File: config.mk
export PLATFORM = sky130hd
export DESIGN_NAME = fifo_write_arbiter
export DESIGN_NICKNAME = d
export VERILOG_FILES = /design/src/rtl/fifo_arb_pkg.sv /design/src/rtl/rr_pick.sv /design/src/rtl/fifo_write_arbiter.sv
export SDC_FILE = /design/constraint.sdc
export NUM_CORES = 1
export LEC_CHECK = 0
export BUFFER_PORTS_ARGS = -buffer_cell sky130_fd_sc_hd__buf_2
export CORE_MARGIN = 2
export CORE_UTILIZATION = 37
export DETAILED_ROUTE_END_ITERATION = 6
export HOLD_SLACK_MARGIN = 0.12
export MAX_ROUTING_LAYER = met4
export PLACE_DENSITY_LB_ADDON = 0.05
export SLEW_MARGIN = 25
export SYNTH_ARGS = -nofsm -noshare
export SYNTH_HDL_FRONTEND = slang
export SYNTH_SLANG_ARGS = --single-unit
File: constraint.sdc
create_clock -name clk -period 2.9 [get_ports clk]
set_input_delay 0.58 -clock clk [delete_from_list [all_inputs] [get_ports clk]]
set_output_delay 0.58 -clock clk [all_outputs]
set_load 0.01 [all_outputs]
File: src/rtl/fifo_arb_pkg.sv
// Shared definitions for the fast_fifo write-side arbiter and its rotating-priority picker.
package fifo_arb_pkg;

  typedef enum logic {
    ST_IDLE  = 1'b0,
    ST_BURST = 1'b1
  } state_e;

  localparam int DEFAULT_MAX_BURST = 4;
  localparam int MAX_NREQ          = 8;

  // Index of the set bit; callers guarantee at most one bit is set.
  function automatic logic [2:0] onehot_to_idx(input logic [MAX_NREQ-1:0] oh);
    logic [2:0] idx;
    idx = '0;
    for (int i = 0; i < MAX_NREQ; i++) begin
      if (oh[i]) idx = idx | 3'(i);
    end
    return idx;
  endfunction

endpackage

File: src/rtl/rr_pick.sv
// Combinational rotating-priority selector: first asserted req scanning last+1, last+2, ... mod NREQ.
module rr_pick #(
  parameter int NREQ = 4,
  parameter int IW   = $clog2(NREQ)
) (
  input  logic [NREQ-1:0] req,
  input  logic [IW-1:0]   last,
  output logic            valid,
  output logic [IW-1:0]   sel
);

  always_comb begin
    logic [IW-1:0] cand;
    // NOTE: every output and temporary gets a default first so no path leaves one unassigned (no latch).
    valid = 1'b0;
    sel   = '0;
    cand  = '0;
    for (int k = 1; k <= NREQ; k++) begin
      cand = IW'((int'(last) + k) % NREQ);
      if (!valid && req[cand]) begin
        valid = 1'b1;
        sel   = cand;
      end
    end
  end

endmodule

File: src/rtl/fifo_write_arbiter.sv
// Round-robin arbiter sharing the fast_fifo write port among NREQ requesters in bounded bursts.
// Optional per-requester stall counters are enabled with FIFO_ARB_STATS_EN.
module fifo_write_arbiter
  import fifo_arb_pkg::*;
#(
  parameter int NREQ      = 4,
  parameter int W_SIZE    = 32,
  parameter int MAX_BURST = DEFAULT_MAX_BURST,
  parameter int BCW       = 4
) (
  input  logic                     clk,
  input  logic                     rst,
  input  logic [NREQ-1:0]          req,
  input  logic [NREQ*W_SIZE-1:0]   wdata_in,
  input  logic                     full,
  output logic [NREQ-1:0]          gnt,
  output logic                     count,
  output logic [W_SIZE-1:0]        wdata,
  output logic [NREQ-1:0]          ack,
  output logic                     busy
`ifdef FIFO_ARB_STATS_EN
  ,
  input  logic                     stats_clr,
  output logic [NREQ*16-1:0]       stall_cnt
`endif
);

  localparam int IW = $clog2(NREQ);

  state_e          state_q, state_d;
  logic [NREQ-1:0] gnt_q, gnt_d;
  logic [BCW-1:0]  beat_q, beat_d;
  logic [IW-1:0]   last_q, last_d;

  logic            pick_valid;
  logic [IW-1:0]   pick_sel;
  logic [IW-1:0]   owner;
  logic            req_o;

  rr_pick #(.NREQ(NREQ), .IW(IW)) u_pick (
    .req   (req),
    .last  (last_q),
    .valid (pick_valid),
    .sel   (pick_sel)
  );

  assign owner = IW'(onehot_to_idx(MAX_NREQ'(gnt_q)));
  assign req_o = req[owner];
  assign gnt   = gnt_q;

  // Strobe and data mux act on the registered grant, so a full stall never drops a word.
  always_comb begin
    busy  = (state_q == ST_BURST);
    count = busy & req_o & ~full;
    ack   = gnt_q & {NREQ{count}};
    wdata = '0;
    for (int i = 0; i < NREQ; i++) begin
      if (gnt_q[i]) wdata = wdata_in[i*W_SIZE +: W_SIZE];
    end
  end

  always_comb begin
    state_d = state_q;
    gnt_d   = gnt_q;
    beat_d  = beat_q;
    last_d  = last_q;
    case (state_q)
      ST_IDLE: begin
        if (pick_valid && !full) begin
          state_d = ST_BURST;
          gnt_d   = NREQ'(1) << pick_sel;
          last_d  = pick_sel;
          beat_d  = '0;
        end
      end
      ST_BURST: begin
        if (count) beat_d = beat_q + BCW'(1);
        if (!req_o || (count && beat_q == BCW'(MAX_BURST - 1))) begin
          state_d = ST_IDLE;
          gnt_d   = '0;
          beat_d  = '0;
        end
      end
      default: state_d = ST_IDLE;
    endcase
  end

  always_ff @(posedge clk or posedge rst) begin
    if (rst) begin
      state_q <= ST_IDLE;
      gnt_q   <= '0;
      beat_q  <= '0;
      last_q  <= IW'(NREQ - 1);
    end else begin
      // NOTE: non-blocking assignments so every flop samples pre-edge values regardless of order.
      state_q <= state_d;
      gnt_q   <= gnt_d;
      beat_q  <= beat_d;
      last_q  <= last_d;
    end
  end

`ifdef FIFO_ARB_STATS_EN
  logic [15:0] stall_q [NREQ];
  logic [15:0] stall_d [NREQ];

  always_comb begin
    for (int i = 0; i < NREQ; i++) begin
      stall_d[i] = stall_q[i];
      if (stats_clr) stall_d[i] = '0;
      else if (req[i] && !ack[i] && stall_q[i] != 16'hFFFF) stall_d[i] = stall_q[i] + 16'd1;
    end
  end

  // Only NREQ small counters, so they take the async reset like any other state.
  always_ff @(posedge clk or posedge rst) begin
    if (rst) begin
      for (int i = 0; i < NREQ; i++) stall_q[i] <= '0;
    end else begin
      for (int i = 0; i < NREQ; i++) stall_q[i] <= stall_d[i];
    end
  end

  for (genvar g = 0; g < NREQ; g++) begin : g_stall
    assign stall_cnt[g*16 +: 16] = stall_q[g];
  end
`endif

endmodule
==> results of run 1 <==
## metal layers
metal | vias to the layer above | part of all wire [%]
met5 | - | 0
met4 | 0 | 2.5
met3 | 14 | 9.2
met2 | 126 | 49
met1 | 1048 | 40
li1 | 1256 | -
## registers in the layout (all words and copies together) (netlist names)
| name | count |
|---|---|
| busy | 1 |
| last_q | 2 |
| gnt | 4 |
| beat_q | 4 |
## power by group through the flow
| stage | logic (mW) | registers (mW) | clock network, mW |
|---|---|---|---|
| final | 2.01 | 0.346 | 0.157 |
| after global routing | 2.27 | 0.364 | 0.166 |
| after CTS | 2.02 | 0.346 | 0.157 |
| after detailed placement | 2.01 | 0.348 | 0 |
| after global placement | 1.99 | 0.345 | 0 |
| after floorplan | 1.36 | 0.298 | 0 |
## cell type report
cell class	instances	area share [%]
tap	50	2.48
clock buffer	4	1.78
multi-input combinational	219	47.0
antenna	1	0.0990
sequential	11	11.1
inverter	6	0.891
timing repair buffer	182	36.6
## through the flow
| step | setup slack, ps | hold WS [ps] |
|---|---|---|
| floorplan | 846 | 431 |
| global placement | 645 | 498 |
| detailed placement | 613 | 502 |
| CTS | 443 | 353 |
| global route | 278 | 370 |
| finish | 355 | 333 |
## cells in the mapped netlist, types with 2 or more instances
cell type / count
o21ai_1: 13
nor3_1: 3
clkbuf_1: 18
a22oi_1: 31
a22o_1: 4
nand3_1: 2
nand2_1: 38
nand2b_1: 2
and2_1: 4
nor2_1: 38
nor2b_1: 2
dfrtp_1: 9
mux2i_1: 2
dfstp_2: 2
a31oi_1: 2
o21ai_0: 22
buf_2: 4
inv_1: 6
or3_1: 3
a21oi_1: 39
## kinds of logic after synthesis
| family | count (synthesis) | synth area share [%] |
|---|---|---|
| flip-flops | 11 | 17.5 |
| AND/OR/NAND/NOR | 99 | 27.9 |
| multiplexers | 2 | 1.26 |
| adder cells (fa/ha/maj) | 1 | 0.789 |
| buffers and inverters | 29 | 7.66 |
| AO/OA/AOI/OAI | 117 | 44.9 |
## critical path: stages (launching register included)
cell	delay (ps)
dfrtp_1	460
nor2b_2	320
buf_4	270
a22oi_1	90
nor2_1	100
a21oi_1	50
o21ai_0	260
buf_2	190
## layout by cell type (no fill, tap or decap), types with 4 or more instances in the layout
master / instances
a21oi_1: 39
a22o_1: 4
a22oi_1: 31
and2_1: 4
buf_2: 176
buf_4: 6
dfrtp_1: 7
inv_1: 6
nand2_1: 38
nor2_1: 38
o21ai_0: 22
o21ai_1: 13
## path summary, 6_finish.rpt
path                                            start  slack [ps]                    end  cells after the start
worst max register to register  beat_q[0]$_DFFE_PP0P_        1150     gnt[2]$_DFFE_PP0P_                      6
min in group clk                last_q[0]$_DFFE_PP1P_         510  last_q[0]$_DFFE_PP1P_                      2
max in group asynchronous                         rst        2220  last_q[0]$_DFFE_PP1P_                      2
worst min-delay path                              rst         330  beat_q[2]$_DFFE_PP0P_                      2
worst min register to register  last_q[0]$_DFFE_PP1P_         510  last_q[0]$_DFFE_PP1P_                      2
worst max-delay path               gnt[1]$_DFFE_PP0P_         360              wdata[11]                      7
==> metrics.cfg, run 1 <==
[outcome]
status = complete, no violations

[grt]
grt_use_met2_pct = 45.2
antenna_found_initial = 1
grt_pass1_wl_um = 10500
grtUsageMet1_pct = 32.5
grt_use_met3_pct = 6.69
grt_max_degree = 60
top_usage_layer = met2
grt-ovfl-total = 0
grt_pass1_vias = 2251
grt_util_all_layers_pct = 27.1

[logic_synthesis]
synth_area_leader_cell = a22oi_1
syn_nets = 395
synth.distinct_cells = 35
syn_area_per_cell_um2 = 6.12
synthFlopType = dfrtp_1
synth_edf_count = 0
ys_seq_area_share_pct = 17.5
ys_seq_elements = 11
synth_area_um2 = 1590
synth_top_area_share_pct = 14.7
synth_cells = 259
yosysWarnings = 0
synth_area_leaders = a22oi_1 15%, dfrtp_1 14%, a21oi_1 12%, nand2_1 9.0%, nor2_1 9.0%
synthArstFlopShare_pct = 100

[flow_run]
maxCapViolCount = 0

[clock_network]
cts_buffer_depth = 2
cts-resized-gates = 0
post-cts-setup-buffers = 0
h-tree-depth = 1
cts_root_buffer = clkbuf_8
numCtsBuffers = 3
path_clk_slew_ps = 50
hold_buffers = 0
tritoncts = built
clock_latency_ps = 240
cts_sinks = 11

[sta]
fmax_mhz = 393
period_minus_slack_ps = 2540
rsz0062_at_grt = false
slew_viol_final = 0
final-hold-violation-count = 0
finalCritPeriodShare_pct = 87.8
relSlewSlack_pct = 66.5
setup_viol = 0
finalSetupTns_ps = 0
fin_skew_ps = 4.41
tightestPinTransition_ps = 502

[power_and_ir_drop]
p_int_mw = 1.15
pwr-share-seq_pct = 13.7
p_leak_nw = 1.34
powerDensity_nw_per_um2 = 996
p_sw_share_pct = 54.3
switchingPower_mw = 1.37
pwr-share-clk_pct = 6.2
irDropWorstVdd_v = 0.000600
power_mw = 2.52
p_comb_share_pct = 80.0

[critical_path]
path_class = register to output pin
worstSetupEndpointType = output pin
cp-start-kind = register
cp.arrival_ps = 1960
path_max_fanout = 13
crit_required_ps = 2320

[floorplan]
die_height_um = 69.5
start_util_pct = 39.1
fp-row-count = 23
ioPinCount = 177
dieArea_um2 = 4820
core_um2 = 4060
die_w_um = 69.5

[routing]
drt_iter0_markers = 117
vias = 2444
wl_per_cell_um = 13.6
drc = 0
totalWireLength_um = 6430
postRouteAntennaNets = 0
viasPerCell = 5.17
first_pass_iters = 4

[final_layout]
fin_cells = 473
nets = 559
utilization_pct = 62.3
drive_gt1_share_pct = 46.2
regArea_um2 = 280
filler_cell_count = 415
multi_input_area_um2 = 1190
final_area_um2 = 2530
area_growth_pct = 59.4

[placed_design]
dpl_cell_area_um2 = 2480
hpwl_um = 5150
portBuffers = 176
gp_congestion = 0.932
placed_cells = 468

[worst_hold_path]
hold_path.class = input port to asynchronous set/reset pin

Power figures use the tool's default switching activity.
==> run 2, diff against run 1 <==
CORE_UTILIZATION = 35   (was 37)
clock period = 2.46 ns   (was 2.9 ns; I/O delays follow)
==> run 2 against run 1 <==
Combinational power grew 21%. Clock skew rose by 4.8 ps. Power grew 19%. Largest cell class unchanged. Largest power group unchanged. Core utilization down 4.0 points. Critical endpoint is now wdata[17].
==> metrics.cfg, run 2 (synthesis results as in run 1) <==
[outcome]
status = complete, no violations

[clock_network]
cts_root_buffer = clkbuf_8
clock_latency_ps = 240  ; about the same
tritoncts = built
hold_buffers = 0  ; unchanged
cts_buffer_depth = 2  ; unchanged
cts-resized-gates = 0  ; unchanged
numCtsBuffers = 3  ; unchanged
path_clk_slew_ps = 60  ; about the same
post-cts-setup-buffers = 0  ; unchanged
h-tree-depth = 1  ; unchanged
cts_sinks = 11  ; unchanged

[grt]
grt_max_degree = 67  ; +12%
grt_pass1_vias = 2203  ; -2.1%
grt_util_all_layers_pct = 24.2  ; -2.9 points
grt-ovfl-total = 0  ; unchanged
grt_pass1_wl_um = 9740  ; -7.2%
antenna_found_initial = 0  ; -1

[sta]
final-hold-violation-count = 0  ; unchanged
slew_viol_final = 0  ; unchanged
rsz0062_at_grt = true
finalSetupTns_ps = 0  ; unchanged
period_minus_slack_ps = 2310
setup_viol = 0  ; unchanged
holdWs_ps = 239  ; -94.1 ps
relSlewSlack_pct = 63.5  ; -3.0 points
fmax_mhz = 433
fin_skew_ps = 9.20  ; +4.79 ps
tightestPinTransition_ps = 547  ; +45.1 ps
finalCritPeriodShare_pct = 93.9

[routing]
drt_iter0_markers = 127  ; +8.5%
vias = 2360  ; -3.4%
totalWireLength_um = 6310  ; -1.8%
wl_per_cell_um = 13.3  ; -2.0%
first_pass_iters = 4  ; unchanged
drc = 0  ; unchanged
postRouteAntennaNets = 0  ; unchanged
viasPerCell = 4.98  ; -3.6%

[floorplan]
core_um2 = 4350  ; +7.3%
fp-row-count = 24  ; +4.3%
die_w_um = 71.3  ; +2.7%
start_util_pct = 36.4  ; -2.7 points
dieArea_um2 = 5080  ; +5.4%
ioPinCount = 177  ; unchanged
die_height_um = 71.3  ; +2.7%

[critical_path]
rr_startpoint = beat_q[0]$_DFFE_PP0P_
cp-start-kind = register
worstSetupEndpointType = output pin
timing.rr.end = gnt[2]$_DFFE_PP0P_
crit_required_ps = 1970  ; -350 ps
r2r_cells = 6  ; unchanged
cp.arrival_ps = 1820  ; -140 ps
reg2reg_slack_ps = 760  ; -390 ps
path_max_fanout = 26  ; +13
path_class = register to output pin

[final_layout]
final_cell_mix = 176 x buf_2, 39 x a21oi_1, 38 x nor2_1, 38 x nand2_1, 31 x a22oi_1
antenna-diode-count = 0  ; -1
area_growth_pct = 60.2
utilization_pct = 58.3  ; -4.0 points
drive_gt1_share_pct = 46.2  ; unchanged
final_area_um2 = 2540  ; +0.50%
nets = 559  ; unchanged
mostFrequentLayoutCell = buf_2

[flow_run]
maxCapViolCount = 0  ; unchanged

[placed_design]
hpwl_um = 5030  ; -2.3%
dpl_cell_area_um2 = 2490  ; +0.61%
portBuffers = 176  ; unchanged
gp_congestion = 0.822  ; -12%

[power_and_ir_drop]
powerDensity_nw_per_um2 = 1180  ; +18%
p_leak_nw = 1.35  ; +0.23%
irDropWorstVdd_v = 0.000574  ; -4.3%
power_mw = 2.99  ; +19%

[worst_hold_path]
hold_path.class = input port to asynchronous set/reset pin

==> run 2: cell count changes in the layout (fill, tap and decap cells not counted), sizes merged <==
cell,previous run,this run
diode,1,0
==> run 2: metal layers <==
layer	vias to the layer above	global-route usage (%)	wire (um)
met2	117	44.2	3290
met1	987	27.8	2490
met3	2	4.08	510
met5	-	-	0
li1	1254	-	-
met4	0	4.61	25
==> run 2: stage by stage <==
stage                     worst slack (ps)  instances
after global routing                 -19.1        474
final                                  149        474
after floorplan                        494        259
after CTS                              149        474
after global placement                 392        470
after detailed placement               333        470
==> run 2: worst max-delay path, stage by stage (launching register included) <==
cell and delay (ps):
dfrtp_1 470, nor2b_2 310, buf_12 210, a22oi_1 80
nor2_1 90, a21oi_1 50, o21ai_0 180, buf_2 160
==> run 2: worst max path at each step <==
stage | startpoint | end | slack [ps] | depth (start not counted)
detailed placement | req[1] | ack[2] | 330 | 7
floorplan | gnt[1]$_DFFE_PP0P_ | wdata[0] | 490 | 7
global route | gnt[1]$_DFFE_PP0P_ | wdata[18] | -20 | 7
finish | gnt[1]$_DFFE_PP0P_ | wdata[17] | 150 | 7
CTS | gnt[1]$_DFFE_PP0P_ | ack[2] | 150 | 6
global placement | req[1] | ack[2] | 390 | 7
==> run 2: area by class of cell <==
| class | count | area [um2] |
|---|---|---|
| tap | 52 | 65.1 |
| timing repair buffer | 182 | 938 |
| fill | 433 | 1810 |
| clock buffer | 4 | 45.0 |
| sequential | 11 | 280 |
| inverter | 6 | 22.5 |
| multi-input combinational | 219 | 1190 |
==> run 2: power by group <==
group / internal, mW / switching, mW / leakage (nW)
clock: 0.114 / 0.0684 / 0.0228
sequential: 0.268 / 0.103 / 0.138
combinational: 0.995 / 1.44 / 1.19
total: 1.38 / 1.61 / 1.35
==> run 3, diff against run 2 <==
CAP_MARGIN = 10   (was not set)
SETUP_SLACK_MARGIN = 0.5   (was not set)
SKIP_CTS_REPAIR_TIMING = 1   (was not set)
==> run 3 against run 2 <==
Critical path depth decreased by 1. Global-route usage grew 0.23 points. Clock power about the same. Flip-flop and latch count unchanged. Sequential power increased by 9.5%. Clock skew decreased by 3.4 ps.
==> metrics.cfg, run 3 (synthesis results as in run 1) <==
[outcome]
status = complete, no violations

[sta]
finalCritPeriodShare_pct = 87.7  ; -6.3 points
rsz0062_at_grt = true
relSlewSlack_pct = 64.9  ; +1.4 points
tightestPinTransition_ps = 522  ; -25.1 ps
fmax_mhz = 464  ; +7.2%
final-hold-violation-count = 0  ; unchanged
period_minus_slack_ps = 2160  ; -154 ps
slew_viol_final = 0  ; unchanged
fin_skew_ps = 5.77  ; -3.43 ps
setup_viol = 0  ; unchanged
finalSetupTns_ps = 0  ; unchanged

[final_layout]
antenna-diode-count = 0  ; unchanged
filler_cell_count = 428  ; -1.2%
area_growth_pct = 66.1
mostFrequentLayoutCell = buf_2
drive_gt1_share_pct = 47.9  ; +1.7 points
final_cell_mix = 176 x buf_2, 38 x a21oi_1, 38 x nand2_1
nets = 563  ; +0.72%
final_area_um2 = 2630  ; +3.6%

[power_and_ir_drop]
p_leak_nw = 1.38  ; +2.6%
irDropWorstVdd_v = 0.000850  ; +48%
powerDensity_nw_per_um2 = 1210  ; +3.2%

[routing]
vias = 2453  ; +3.9%
viasPerCell = 5.13  ; +3.1%
postRouteAntennaNets = 0  ; unchanged
first_pass_iters = 4  ; unchanged
totalWireLength_um = 6410  ; +1.6%
wl_per_cell_um = 13.4  ; +0.75%
drt_iter0_markers = 103  ; -19%
drc = 0  ; unchanged

[critical_path]
cp-start-kind = register
timing.rr.end = beat_q[3]$_DFFE_PP0P_
path_max_fanout = 7  ; -73%
cp.arrival_ps = 1660  ; -160 ps
crit_required_ps = 1970  ; about the same
critPathCapture = ack[1]
worstSetupEndpointType = output pin
r2r_cells = 6  ; unchanged
startpoint = gnt[1]$_DFFE_PP0P_
reg2reg_slack_ps = 620  ; -140 ps
path_class = register to output pin
rr_startpoint = gnt[1]$_DFFE_PP0P_

[floorplan]
die_w_um = 71.3  ; unchanged
fp-row-count = 24  ; unchanged
ioPinCount = 177  ; unchanged
core_um2 = 4350  ; unchanged
start_util_pct = 36.4  ; unchanged
dieArea_um2 = 5080  ; unchanged
die_height_um = 71.3  ; unchanged

[grt]
top_usage_layer = met2
grt_max_degree = 60  ; -10%
grt_pass1_vias = 2237  ; +1.5%
grt_util_all_layers_pct = 24.4  ; +0.23 points
grt_use_met3_pct = 4.50  ; +0.42 points
antenna_found_initial = 0  ; unchanged
grt_use_met2_pct = 42.9  ; -1.3 points
grtUsageMet1_pct = 28.6  ; +0.83 points
grt-ovfl-total = 0  ; unchanged
grt_pass1_wl_um = 9940  ; +2.1%

[clock_network]
clock_latency_ps = 240  ; about the same
cts_root_buffer = clkbuf_8
h-tree-depth = 1  ; unchanged
cts_buffer_depth = 2  ; unchanged
cts_sinks = 11  ; unchanged
path_clk_slew_ps = 50  ; about the same
numCtsBuffers = 3  ; unchanged
tritoncts = built

[placed_design]
dpl_cell_area_um2 = 2490  ; unchanged
gp_congestion = 0.936  ; +14%
portBuffers = 176  ; unchanged
hpwl_um = 5010  ; -0.50%

[flow_run]
maxCapViolCount = 0  ; unchanged

[worst_hold_path]
hold_path.class = input port to asynchronous set/reset pin

==> run 3: changes by cell type in the layout (fill, tap and decap cells not counted), sizes merged <==
cell,previous run,this run
buf,182,186
==> run 3: power by group <==
part           internal [mW]  total, mW  leakage [nW]  switching [mW]
registers              0.275      0.405         0.135           0.130
clock network          0.114      0.183        0.0228          0.0688
logic                   1.13       2.61          1.22            1.48
total                   1.52       3.19          1.38            1.68
==> run 3: worst max-delay path, stage by stage, from the launching register on <==
cell,delay [ps]
dfrtp_2,480
mux2i_1,160
a21oi_2,240
nand3_2,120
nor2_4,150
and2_1,150
buf_2,120
==> run 3: metal layers <==
layer / vias up / wire length [um] / share of wire [%]
met2: 122 / 3210 / 50
met3: 13 / 510 / 8.0
met4: 0 / 128 / 2.0
met1: 1055 / 2560 / 40
met5: - / 0 / 0
li1: 1263 / - / -
==> run 3: final cells by class <==
type / count / area [um2] / share of cell area (%)
flip-flops and latches: 11 / 285 / 10.8
inverters: 6 / 22.5 / 0.856
well taps: 52 / 65.1 / 2.47
repair buffers: 186 / 1000 / 38.2
clock buffers: 4 / 45.0 / 1.71
multi-input cells: 219 / 1210 / 46.0
==> run 3: how the worst min path moves through the flow <==
| stage | from | to | depth (start not counted) |
|---|---|---|---|
| 2_1_floorplan | rst | beat_q[0]$_DFFE_PP0P_ | 1 |
| 3_3_place_gp | rst | beat_q[3]$_DFFE_PP0P_ | 2 |
| 3_5_place_dp | rst | beat_q[3]$_DFFE_PP0P_ | 2 |
| 4_1_cts | rst | beat_q[3]$_DFFE_PP0P_ | 2 |
| 5_1_grt | rst | beat_q[3]$_DFFE_PP0P_ | 2 |
| 6_report | rst | beat_q[3]$_DFFE_PP0P_ | 2 |
==> run 3: through the flow <==
step | hold slack [ps] | total power [mW] | cells | utilization (%) | setup slack, ps
3_3_place_gp | 499 | 2.84 | 470 | 57.3 | 398
4_1_cts | 246 | 3.05 | 474 | 58.3 | 153
5_1_grt | 274 | 3.54 | 478 | 60.5 | 205
2_1_floorplan | 343 | 1.99 | 259 | - | 567
6_report | 234 | 3.19 | 478 | 60.5 | 304
3_5_place_dp | 501 | 2.85 | 470 | 57.3 | 360
